[src/rtl/memory_arbiter_pkg.sv]
// Shared CPU-side definitions: arbiter FSM state, memory owner encoding and
// the default bus widths used by the controller, datapath and arbiter.
package cpu_package;

    localparam int DEFAULT_DATA_WIDTH    = 16;
    localparam int DEFAULT_ADDRESS_WIDTH = 16;

    typedef enum logic [1:0] {
        IDLE  = 2'd0,
        ISSUE = 2'd1,
        DONE  = 2'd2
    } state_t;

    typedef enum logic {
        OWNER_CPU   = 1'b0,
        OWNER_VIDEO = 1'b1
    } owner_t;

endpackage

[src/rtl/memory_arbiter_if.sv]
// Bundle of CPU, video and memory-macro signals around the memory arbiter.
// The slave modport is the arbiter's view; master is the surrounding system.
interface memory_arbiter_if
    import cpu_package::*;
#(
    parameter int DATA_WIDTH    = DEFAULT_DATA_WIDTH,
    parameter int ADDRESS_WIDTH = DEFAULT_ADDRESS_WIDTH
);

    logic                     cpu_request;
    logic                     cpu_write_enable;
    logic [ADDRESS_WIDTH-1:0] cpu_address;
    logic [DATA_WIDTH-1:0]    cpu_write_data;
    logic [DATA_WIDTH-1:0]    cpu_read_data;
    logic                     cpu_acknowledge;

    logic                     video_request;
    logic [ADDRESS_WIDTH-1:0] video_address;
    logic [DATA_WIDTH-1:0]    video_read_data;
    logic                     video_acknowledge;

    logic [ADDRESS_WIDTH-1:0] memory_address;
    logic [DATA_WIDTH-1:0]    memory_write_data;
    logic                     memory_write_enable;
    logic [DATA_WIDTH-1:0]    memory_read_data;

    modport slave (
        input  cpu_request, cpu_write_enable, cpu_address, cpu_write_data,
        output cpu_read_data, cpu_acknowledge,
        input  video_request, video_address,
        output video_read_data, video_acknowledge,
        output memory_address, memory_write_data, memory_write_enable,
        input  memory_read_data
    );

    modport master (
        output cpu_request, cpu_write_enable, cpu_address, cpu_write_data,
        input  cpu_read_data, cpu_acknowledge,
        output video_request, video_address,
        input  video_read_data, video_acknowledge,
        input  memory_address, memory_write_data, memory_write_enable,
        output memory_read_data
    );

endinterface

[src/rtl/memory_arbiter.sv]
// Shares the single-port memory between the CPU and video scan-out. CPU wins
// contention, but after CPU_RUN_LIMIT back-to-back CPU grants video gets a turn.
module memory_arbiter
    import cpu_package::*;
#(
    parameter int DATA_WIDTH    = DEFAULT_DATA_WIDTH,
    parameter int ADDRESS_WIDTH = DEFAULT_ADDRESS_WIDTH,
    parameter int CPU_RUN_LIMIT = 4
) (
    input logic              clock,
    input logic              reset,
    memory_arbiter_if.slave  bus
);

    localparam int RUN_WIDTH = $clog2(CPU_RUN_LIMIT + 1);
    localparam logic [RUN_WIDTH-1:0] RUN_MAX = RUN_WIDTH'(CPU_RUN_LIMIT);

    state_t               state, next_state;
    owner_t               owner, next_owner;
    logic [RUN_WIDTH-1:0] cpu_run, next_cpu_run;
    logic                 grant_video;

    always_ff @(posedge clock) begin
        if (!reset) begin
            state   <= IDLE;
            owner   <= OWNER_CPU;
            cpu_run <= '0;
        end else begin
            state   <= next_state;
            owner   <= next_owner;
            cpu_run <= next_cpu_run;
        end
    end

    // Arbitration only happens in IDLE; a DONE cycle always returns to IDLE so
    // a requester that drops its request under acknowledge is never re-granted.
    always_comb begin
        next_state   = state;
        next_owner   = owner;
        next_cpu_run = cpu_run;
        grant_video  = bus.video_request && (!bus.cpu_request || cpu_run == RUN_MAX);
        case (state)
            IDLE: begin
                if (bus.cpu_request || bus.video_request) begin
                    next_state = ISSUE;
                    if (grant_video) begin
                        next_owner   = OWNER_VIDEO;
                        next_cpu_run = '0;
                    end else begin
                        next_owner = OWNER_CPU;
                        if (!bus.video_request)
                            next_cpu_run = '0;
                        else if (cpu_run != RUN_MAX)
                            next_cpu_run = cpu_run + RUN_WIDTH'(1);
                    end
                end
            end
            ISSUE:   next_state = DONE;
            DONE:    next_state = IDLE;
            default: next_state = IDLE;
        endcase
    end

    always_comb begin
        bus.memory_address      = '0;
        bus.memory_write_data   = '0;
        bus.memory_write_enable = 1'b0;
        bus.cpu_acknowledge     = 1'b0;
        bus.video_acknowledge   = 1'b0;
        case (state)
            ISSUE: begin
                if (owner == OWNER_CPU) begin
                    bus.memory_address      = bus.cpu_address;
                    bus.memory_write_data   = bus.cpu_write_data;
                    bus.memory_write_enable = bus.cpu_write_enable;
                end else begin
                    bus.memory_address = bus.video_address;
                end
            end
            DONE: begin
                if (owner == OWNER_CPU)
                    bus.cpu_acknowledge = 1'b1;
                else
                    bus.video_acknowledge = 1'b1;
            end
            default: ;
        endcase
    end

    assign bus.cpu_read_data   = bus.memory_read_data;
    assign bus.video_read_data = bus.memory_read_data;

endmodule

[src/flat_wrapper.sv]
// flat-port wrapper written by rule: the top's interface ports become plain ports
module memory_arbiter_flat import cpu_package::*;
#(
    parameter int DATA_WIDTH    = DEFAULT_DATA_WIDTH,
    parameter int ADDRESS_WIDTH = DEFAULT_ADDRESS_WIDTH,
    parameter int CPU_RUN_LIMIT = 4
)
  (clock, reset, bus_cpu_request, bus_cpu_write_enable, bus_cpu_address, bus_cpu_write_data, bus_cpu_read_data, bus_cpu_acknowledge, bus_video_request, bus_video_address, bus_video_read_data, bus_video_acknowledge, bus_memory_address, bus_memory_write_data, bus_memory_write_enable, bus_memory_read_data);
  memory_arbiter_if #(.DATA_WIDTH(DATA_WIDTH), .ADDRESS_WIDTH(ADDRESS_WIDTH)) bus_i ();
  input logic clock;
  input logic reset;
  input wire logic [$bits(bus_i.cpu_request)-1:0] bus_cpu_request;
  input wire logic [$bits(bus_i.cpu_write_enable)-1:0] bus_cpu_write_enable;
  input wire logic [$bits(bus_i.cpu_address)-1:0] bus_cpu_address;
  input wire logic [$bits(bus_i.cpu_write_data)-1:0] bus_cpu_write_data;
  output wire logic [$bits(bus_i.cpu_read_data)-1:0] bus_cpu_read_data;
  output wire logic [$bits(bus_i.cpu_acknowledge)-1:0] bus_cpu_acknowledge;
  input wire logic [$bits(bus_i.video_request)-1:0] bus_video_request;
  input wire logic [$bits(bus_i.video_address)-1:0] bus_video_address;
  output wire logic [$bits(bus_i.video_read_data)-1:0] bus_video_read_data;
  output wire logic [$bits(bus_i.video_acknowledge)-1:0] bus_video_acknowledge;
  output wire logic [$bits(bus_i.memory_address)-1:0] bus_memory_address;
  output wire logic [$bits(bus_i.memory_write_data)-1:0] bus_memory_write_data;
  output wire logic [$bits(bus_i.memory_write_enable)-1:0] bus_memory_write_enable;
  input wire logic [$bits(bus_i.memory_read_data)-1:0] bus_memory_read_data;
  assign bus_i.cpu_request = bus_cpu_request;
  assign bus_i.cpu_write_enable = bus_cpu_write_enable;
  assign bus_i.cpu_address = bus_cpu_address;
  assign bus_i.cpu_write_data = bus_cpu_write_data;
  assign bus_cpu_read_data = bus_i.cpu_read_data;
  assign bus_cpu_acknowledge = bus_i.cpu_acknowledge;
  assign bus_i.video_request = bus_video_request;
  assign bus_i.video_address = bus_video_address;
  assign bus_video_read_data = bus_i.video_read_data;
  assign bus_video_acknowledge = bus_i.video_acknowledge;
  assign bus_memory_address = bus_i.memory_address;
  assign bus_memory_write_data = bus_i.memory_write_data;
  assign bus_memory_write_enable = bus_i.memory_write_enable;
  assign bus_i.memory_read_data = bus_memory_read_data;
  memory_arbiter #(.DATA_WIDTH(DATA_WIDTH), .ADDRESS_WIDTH(ADDRESS_WIDTH), .CPU_RUN_LIMIT(CPU_RUN_LIMIT)) u_core (.clock(clock), .reset(reset), .bus(bus_i));
endmodule
[config.mk]
export PLATFORM = sky130hd
export DESIGN_NAME = memory_arbiter_flat
export DESIGN_NICKNAME = d
export VERILOG_FILES = /design/src/rtl/memory_arbiter_pkg.sv /design/src/rtl/memory_arbiter_if.sv /design/src/rtl/memory_arbiter.sv /design/src/flat_wrapper.sv
export SDC_FILE = /design/constraint.sdc
export NUM_CORES = 1
export LEC_CHECK = 0
export CORE_MARGIN = 10
export CORE_UTILIZATION = 22
export DETAILED_ROUTE_END_ITERATION = 16
export PLACE_DENSITY = 0.75
export SETUP_SLACK_MARGIN = 0.2
export SYNTH_ARGS = -nofsm -noshare
export SYNTH_HDL_FRONTEND = slang
export SYNTH_SLANG_ARGS = --single-unit
export TNS_END_PERCENT = 30
[constraint.sdc]
create_clock -name clock -period 1.1 [get_ports clock]
set_input_delay 0.22 -clock clock [delete_from_list [all_inputs] [get_ports clock]]
set_output_delay 0.22 -clock clock [all_outputs]
set_load 0.05 [all_outputs]
==> results of run 1 <==
tightest hold or removal path, delay by kind of cell:
family          cells  cell delay, ps
compound gates      1              60
simple gates        1             110
buf+inv             1             140
power groups by stage:
stage,Sequential [mW],Combinational [mW],Clock [mW]
floorplan,0.251,0.894,0
global placement,0.243,1.16,0
detailed placement,0.243,1.17,0
CTS,0.245,1.30,0.335
global route,0.246,1.37,0.359
finish,0.244,1.31,0.328
final cells by class:
cell class | instances | area, um2
timing repair buffer | 99 | 1375
inverter | 4 | 15.01
fill | 332 | 1603
multi-input combinational | 75 | 858.3
tap | 50 | 62.56
sequential | 6 | 131.4
clock buffer | 3 | 41.29
cell usage after synthesis:
library cell                n  share of area
sky130_fd_sc_hd__nand2b_1   1         0.0066
sky130_fd_sc_hd__o311ai_1   1         0.0092
sky130_fd_sc_hd__buf_12     1          0.021
sky130_fd_sc_hd__buf_4     32           0.25
sky130_fd_sc_hd__and2_1    18           0.12
sky130_fd_sc_hd__o311ai_0   1         0.0092
sky130_fd_sc_hd__buf_2      1         0.0053
sky130_fd_sc_hd__nor3_1     1         0.0053
sky130_fd_sc_hd__a21bo_1    1          0.011
sky130_fd_sc_hd__and3b_1    1         0.0092
sky130_fd_sc_hd__nor2_1    19          0.075
sky130_fd_sc_hd__buf_6      3          0.035
sky130_fd_sc_hd__ha_1       2          0.026
sky130_fd_sc_hd__a21boi_2   1          0.012
sky130_fd_sc_hd__nor3b_1    1         0.0079
sky130_fd_sc_hd__nand3_1    2          0.011
sky130_fd_sc_hd__o22ai_1    1         0.0066
sky130_fd_sc_hd__inv_1      4          0.016
sky130_fd_sc_hd__nand4_1    1         0.0066
sky130_fd_sc_hd__nor2_8     1          0.021
sky130_fd_sc_hd__dfxtp_1    6           0.13
sky130_fd_sc_hd__nand2_1    2         0.0079
sky130_fd_sc_hd__a21oi_2    1         0.0092
sky130_fd_sc_hd__nand3b_1   1         0.0079
sky130_fd_sc_hd__nor4_1     1         0.0066
sky130_fd_sc_hd__mux2i_1   17           0.18
path summary, 6_finish.rpt:
check / cells past startpoint / start / endpoint
min: 3 / bus_video_request / u_core.owner
max reg2reg: 5 / u_core.cpu_run[0] / u_core.cpu_run[2]
max: 4 / u_core.owner / bus_memory_address[10]
min reg2reg: 2 / u_core.cpu_run[0] / u_core.cpu_run[0]
registers in the layout (all words and copies together) (netlist names):
signal,flops
u_core.cpu_run,3
u_core.owner,1
u_core.state,2
kinds of logic after synthesis:
logic type / count (synthesis) / share of synthesized area
muxes: 17 / 0.1787
DFF: 6 / 0.1262
and+or+nand+nor: 49 / 0.2825
buffers and inverters: 41 / 0.3298
adders and majority gates: 2 / 0.02628
AOI/OAI and AO/OA: 6 / 0.05651
timing repair:
item / CTS / global route
setup endpoints to repair: 41 / 41
resized for setup: 37 / 12
gates cloned: 2 / 0
buffers inserted: 0 / 0
pin swaps: 21 / 11
routing by layer:
| layer | GRT usage | vias up | routed length, um |
|---|---|---|---|
| li1 | - | 503 | - |
| met2 | 0.1785 | 58 | 1982 |
| met5 | 0 | - | 0 |
| met4 | 0.03293 | 0 | 72 |
| met3 | 0.05203 | 13 | 418 |
| met1 | 0.09315 | 470 | 1275 |
through the flow:
stage,utilization,setup slack [ps],area [um2],hold WS [ps],instances
floorplan,-,-229.2,1124,365.8,121
global placement,0.5346,-256.0,2185,440.5,232
detailed placement,0.5346,-307.1,2185,440.5,232
CTS,0.5974,-390.4,2441,440.5,237
global route,0.6078,-421.1,2484,372.8,237
finish,0.6078,-380.7,2484,353.4,237
placed cells by master (no fill, tap or decap), drive strengths merged, types with 2 or more instances in the layout:
master / instances
mux2i: 17
dfxtp: 6
o311ai: 2
dlymetal6s2s: 2
ha: 2
buf: 47
nor2: 21
clkbuf: 3
nand2: 2
inv: 4
clkdlybuf4s50: 49
nand3: 2
and2: 18
==> impl_metrics.sql, run 1 <==
INSERT INTO impl_metrics (metric_group, metric, value, unit) VALUES
('critical_path', 'cp.buffers_inverters', '2', ''),
('critical_path', 'critical_path.most_common_cell', 'sky130_fd_sc_hd__buf_12', ''),
('clock_network', 'clkLatencyLatePin', '220', 'ps'),
('run', 'drv.max_cap_violation_count', '0', ''),
('sta', 'setup_viol', '36', ''),
('critical_path', 'critPathRequiredTime', '880', 'ps'),
('global_routing', 'grt_antenna_before_repair', '0', ''),
('clock_network', 'numCtsBuffers', '3', ''),
('global_routing', 'grt_overflow_total', '0', ''),
('power_and_ir_drop', 'internal-power', '1.169', 'mW'),
('power_and_ir_drop', 'share_comb_of_total_power', '0.696', ''),
('placement', 'numPortBuffers', '87', ''),
('layout', 'final_nets', '260', ''),
('power_and_ir_drop', 'post-layout-total-power', '1.881', 'mW'),
('routing', 'vias_per_cell', '4.405', ''),
('synthesis', 'average_cell_area_after_synthesis', '7.869', 'um2'),
('power_and_ir_drop', 'power.net_switching', '0.7119', 'mW'),
('clock_network', 'clock_root_buffer', 'sky130_fd_sc_hd__clkbuf_8', ''),
('routing', 'route.detailed.wl_per_inst', '15.81', 'um'),
('critical_path', 'worstPathMaxFanout', '7', ''),
('sta', 'maxSlewHeadroom', '0.8283', ''),
('critical_path', 'critPathMaxStageDelay', '400', 'ps'),
('sta', 'layout_setup_ws', '-380.7', 'ps'),
('routing', 'drt_first_pass_iters', '3', ''),
('floorplanning', 'die-height', '85.79', 'um'),
('floorplanning', 'num_io_pins', '136', ''),
('global_routing', 'via_count_of_the_first_global_routing_pass', '1199', ''),
('sta', 'fin_skew', '3.215', 'ps'),
('sta', 'final_min_period_over_clock_period', '1.346', ''),
('layout', 'area_growth_syn_to_layout', '160.8', '%'),
('critical_path', 'critical_path.slowest_cell', 'sky130_fd_sc_hd__dfxtp_4', ''),
('outcome', 'status', 'finished with violations', ''),
('clock_network', 'tritoncts_num_sinks', '6', ''),
('power_and_ir_drop', 'power_density', '757.3', 'nW/um2'),
('placement', 'gpl.final_weighted_congestion', '0.7418', ''),
('power_and_ir_drop', 'irDropWorstVdd', '0.0005801', 'V'),
('clock_network', 'clkSlewWorstSetupHoldPaths', '40', 'ps'),
('critical_path', 'cp-end-kind', 'output port', ''),
('synthesis', 'netlist_area', '952.2', 'um2'),
('global_routing', 'grt_first_pass_wirelength', '5.975', 'mm'),
('synthesis', 'mappedNetlistNets', '192', ''),
('critical_path', 'startpoint_type', 'register', ''),
('min_path', 'worstHoldPathType', 'in -> reg', ''),
('layout', 'antenna_cells_inserted', '0', ''),
('critical_path', 'crit_arrival', '1260', 'ps'),
('clock_network', 'cts_max_path_buffers', '2', ''),
('synthesis', 'synth.ff_latch_count', '6', ''),
('outcome', 'failing_checks', 'setup timing', ''),
('global_routing', 'global_route.usage.total', '0.09858', ''),
('sta', 'timing_hold_violations_final', '0', ''),
('power_and_ir_drop', 'sw_frac_of_total', '0.3785', ''),
('sta', 'totalNegativeSetupSlack', '-11900', 'ps'),
('critical_path', 'ff2ff_setup_slack', '-30', 'ps'),
('routing', 'route.final.wire_length', '3.748', 'mm'),
('routing', 'drtAntennaViolNets', '0', ''),
('sta', 'worst-slew-pin-transition', '253.5', 'ps'),
('layout', 'final_layout_size_suffix_gt1_frac', '0.6096', ''),
('floorplanning', 'core_region_area', '4086', 'um2'),
('clock_network', 'htreeDepth', '1', ''),
('critical_path', 'worst_path_dominant_cell_family', 'flip-flops', ''),
('routing', 'detailroute.via_count', '1044', ''),
('critical_path', 'timing.setup.critical_path_class', 'reg -> out', ''),
('clock_network', 'cts_tree', 'done', ''),
('sta', 'rsz0062_at_grt', 'true', ''),
('routing', 'iter_0_drt_violations', '9', ''),
('clock_network', 'post_cts_hold_buffer_count', '0', ''),
('placement', 'detailed_place_hpwl', '3.117', 'mm'),
('floorplanning', 'fp_rows', '23', ''),
('synthesis', 'ys.warnings.count', '0', ''),
('floorplanning', 'die_area', '7359', 'um2'),
('power_and_ir_drop', 'power_frac_seq', '0.130', ''),
('power_and_ir_drop', 'clock_power_share', '0.175', ''),
('synthesis', 'synth.lib_cells_used.distinct', '26', ''),
('floorplanning', 'floorplan.die.width', '85.79', 'um'),
('critical_path', 'crit_path_cell_trace', 'buf_12, mux2i_4, nor2_4, buf_12', ''),
('power_and_ir_drop', 'power_leakage', '0.9280', 'nW'),
('synthesis', 'netlist_instances', '121', ''),
('synthesis', 'yosysSeqAreaShare', '0.1261', ''),
('sta', 'fmax', '675.4', 'MHz'),
('sta', 'final.min_clock_period', '1481', 'ps'),
('sta', 'max_slew_violation_count', '0', ''),
('floorplanning', 'floorplan.initialDensity', '0.2330', ''),
('global_routing', 'maximum_number_of_pins_on_one_net_before_global_route_repair', '12', ''),
('routing', 'drc', '0', '');
Power figures use the tool's default switching activity.
==> run 2, diff against run 1 <==
--- a/config.mk
+++ b/config.mk
@@ -6,9 +6,10 @@
 export NUM_CORES = 1
 export LEC_CHECK = 0
 export CORE_MARGIN = 10
-export CORE_UTILIZATION = 22
+export CORE_UTILIZATION = 40
 export DETAILED_ROUTE_END_ITERATION = 16
-export PLACE_DENSITY = 0.75
+export DONT_BUFFER_PORTS = 1
+export PLACE_DENSITY = 0.53
 export SETUP_SLACK_MARGIN = 0.2
 export SYNTH_ARGS = -nofsm -noshare
 export SYNTH_HDL_FRONTEND = slang
==> run 2 against run 1 <==
Net effect: the flow still finishes with violations (setup timing); clock power decreased by 38%; routed wire length decreased by 7.1%; global-route usage increased by 2.0 points; hold slack got worse by 220 ps; total power decreased by 27%.
==> impl_metrics.sql, run 2 (same netlist as run 1, synthesis figures left out) <==
INSERT INTO impl_metrics (metric_group, metric, value, unit) VALUES
('sta', 'rsz0062_at_grt', 'true', ''),
('layout', 'stdcell_count', '143', ''),
('sta', 'fin_skew', '2.691', 'ps'),
('sta', 'holdWs', '130.3', 'ps'),
('global_routing', 'grt_first_pass_wirelength', '4.340', 'mm'),
('layout', 'final_nets', '188', ''),
('run', 'drv.max_cap_violation_count', '0', ''),
('layout', 'largestRegisters', 'u_core.cpu_run: 3 flops, u_core.state: 2 flops, u_core.owner: 1 flops', ''),
('critical_path', 'timing.setup.critical_path_class', 'reg -> out', ''),
('clock_network', 'htreeDepth', '1', ''),
('clock_network', 'post_cts_hold_buffer_count', '0', ''),
('power_and_ir_drop', 'sw_frac_of_total', '0.4459', ''),
('power_and_ir_drop', 'power_frac_seq', '0.176', ''),
('sta', 'layout_setup_ws', '-398.6', 'ps'),
('clock_network', 'postCtsSetupRepairBufs', '0', ''),
('clock_network', 'clkLatencyLatePin', '240', 'ps'),
('routing', 'drc', '0', ''),
('placement', 'place_inst', '139', ''),
('global_routing', 'grt_overflow_total', '0', ''),
('layout', 'antenna_cells_inserted', '0', ''),
('sta', 'fmax', '667.3', 'MHz'),
('power_and_ir_drop', 'post-layout-total-power', '1.373', 'mW'),
('outcome', 'status', 'finished with violations', ''),
('routing', 'vias_per_cell', '5.476', ''),
('critical_path', 'worst_path_dominant_cell_family', 'flip-flops', ''),
('routing', 'post_route_m1_wl', '906', 'um'),
('critical_path', 'critical_path.slowest_cell', 'sky130_fd_sc_hd__dfxtp_4', ''),
('critical_path', 'cp.buffers_inverters', '2', ''),
('sta', 'max_slew_violation_count', '0', ''),
('min_path', 'worstHoldPathType', 'in -> reg', ''),
('critical_path', 'crit_arrival', '1280', 'ps'),
('sta', 'worst-slew-pin-transition', '344.0', 'ps'),
('layout', 'final_area', '1545', 'um2'),
('floorplanning', 'die-height', '68.79', 'um'),
('power_and_ir_drop', 'internal-power', '0.7608', 'mW'),
('routing', 'route.final.wire_length', '3.483', 'mm'),
('power_and_ir_drop', 'power_leakage', '0.5500', 'nW'),
('global_routing', 'maximum_number_of_pins_on_one_net_before_global_route_repair', '18', ''),
('layout', 'final_cell_mix', 'sky130_fd_sc_hd__buf_12, sky130_fd_sc_hd__and2_4, sky130_fd_sc_hd__nor2_4, sky130_fd_sc_hd__mux2i_4, sky130_fd_sc_hd__nor2_2', ''),
('layout', 'area_growth_syn_to_layout', '62.29', '%'),
('routing', 'drtAntennaViolNets', '0', ''),
('routing', 'met3RoutedLength', '602', 'um'),
('placement', 'gpl.final_weighted_congestion', '0.7383', ''),
('placement', 'detailed_place.area', '1306', 'um2'),
('critical_path', 'worstPathMaxFanout', '9', ''),
('floorplanning', 'floorplan.initialDensity', '0.4263', ''),
('floorplanning', 'num_io_pins', '136', ''),
('floorplanning', 'fp_rows', '17', ''),
('power_and_ir_drop', 'power_density', '888.6', 'nW/um2'),
('clock_network', 'clkSlewWorstSetupHoldPaths', '50', 'ps'),
('critical_path', 'crit_path_cell_trace', 'buf_12, mux2i_2, nor2_4, buf_12', ''),
('layout', 'largest_register_ffs', '3', ''),
('routing', 'met2_wirelength', '1.880', 'mm'),
('sta', 'final.min_clock_period', '1499', 'ps'),
('placement', 'numPortBuffers', '0', ''),
('clock_network', 'tritoncts_num_sinks', '6', ''),
('floorplanning', 'core_region_area', '2233', 'um2'),
('critical_path', 'critPathMaxStageDelay', '390', 'ps'),
('layout', 'layout.cells.most_common', 'sky130_fd_sc_hd__buf_12', ''),
('critical_path', 'startpoint_type', 'register', ''),
('layout', 'largest-register', 'u_core.cpu_run', ''),
('outcome', 'failing_checks', 'setup timing', ''),
('routing', 'route.detailed.wl_per_inst', '24.36', 'um'),
('clock_network', 'cts_tree', 'done', ''),
('sta', 'final_min_period_over_clock_period', '1.362', ''),
('power_and_ir_drop', 'irDropWorstVdd', '0.0009500', 'V'),
('sta', 'maxSlewHeadroom', '0.7670', ''),
('critical_path', 'cp-end-kind', 'output port', ''),
('global_routing', 'global_route.usage.total', '0.1185', ''),
('clock_network', 'numCtsBuffers', '3', ''),
('floorplanning', 'die_area', '4732', 'um2'),
('placement', 'detailed_place_hpwl', '2.705', 'mm'),
('routing', 'iter_0_drt_violations', '11', ''),
('power_and_ir_drop', 'power.net_switching', '0.6123', 'mW'),
('critical_path', 'critPathRequiredTime', '880', 'ps'),
('clock_network', 'cts_max_path_buffers', '2', ''),
('global_routing', 'via_count_of_the_first_global_routing_pass', '839', ''),
('power_and_ir_drop', 'clock_power_share', '0.147', ''),
('global_routing', 'grt_antenna_before_repair', '0', ''),
('clock_network', 'clock_root_buffer', 'sky130_fd_sc_hd__clkbuf_4', ''),
('layout', 'final_layout_size_suffix_gt1_frac', '0.8261', ''),
('critical_path', 'critical_path.most_common_cell', 'sky130_fd_sc_hd__buf_12', ''),
('routing', 'maxUsedRoutingLayer', 'met4', ''),
('routing', 'drt_first_pass_iters', '4', ''),
('floorplanning', 'floorplan.die.width', '68.79', 'um'),
('sta', 'timing_hold_violations_final', '0', ''),
('power_and_ir_drop', 'share_comb_of_total_power', '0.676', ''),
('sta', 'setup_viol', '36', ''),
('routing', 'detailroute.via_count', '783', '');
[run 2: area by class of cell]
| class | instances | area (um2) |
|---|---|---|
| Tap cell | 28 | 35.03 |
| Fill cell | 176 | 688.2 |
| Sequential cell | 6 | 128.9 |
| Inverter | 4 | 15.01 |
| Clock buffer | 3 | 22.52 |
| Multi-Input combinational cell | 74 | 849.6 |
| Timing Repair Buffer | 28 | 494.2 |
[run 2: power groups by stage]
| stage | Sequential, mW | Combinational [mW] | Clock, mW |
|---|---|---|---|
| final | 0.242 | 0.929 | 0.202 |
| after global routing | 0.244 | 0.965 | 0.222 |
| after CTS | 0.240 | 0.858 | 0.206 |
| after detailed placement | 0.244 | 0.824 | 0 |
| after global placement | 0.244 | 0.809 | 0 |
| after floorplan | 0.251 | 0.894 | 0 |
[run 2: final timing paths]
path / slack, ps / endpoint / cells past startpoint / from
worst min-delay path: 130 / u_core.cpu_run[1] / 2 / reset
worst max register to register: -160 / u_core.cpu_run[2] / 5 / u_core.cpu_run[1]
worst min register to register: 550 / u_core.state[0] / 2 / u_core.state[1]
worst max-delay path: -400 / bus_memory_address[0] / 4 / u_core.owner
[run 2: per-layer routing]
metal | global-route usage | up-vias
met5 | 0 | -
met2 | 0.2327 | 70
li1 | - | 357
met1 | 0.09854 | 348
met3 | 0.08052 | 8
met4 | 0.01232 | 0
[run 2: stage by stage]
stage          worst slack (ps)    util  setup TNS [ps]
6_report                 -398.6  0.6919          -12840
5_1_grt                  -448.9  0.6919          -14780
4_1_cts                  -388.4  0.6218          -12710
3_5_place_dp             -189.4  0.5849           -4015
3_3_place_gp             -129.0  0.5849           -3139
2_1_floorplan            -229.2       -           -6099
[run 2: timing repair]
| item | in CTS | in global routing |
|---|---|---|
| pin swaps | 9 | 25 |
| cloned | 0 | 1 |
| setup endpoints to repair | 39 | 39 |
| gates resized for setup | 22 | 22 |
[run 2: worst reg2reg max path: cells and delay by family (launching register included)]
| kind | cells | cell delay (ps) |
|---|---|---|
| AOI/OAI and AO/OA | 2 | 480 |
| adders and majority gates | 1 | 160 |
| buffers and inverters | 1 | 50 |
| DFF | 1 | 330 |
| and+or+nand+nor | 1 | 130 |
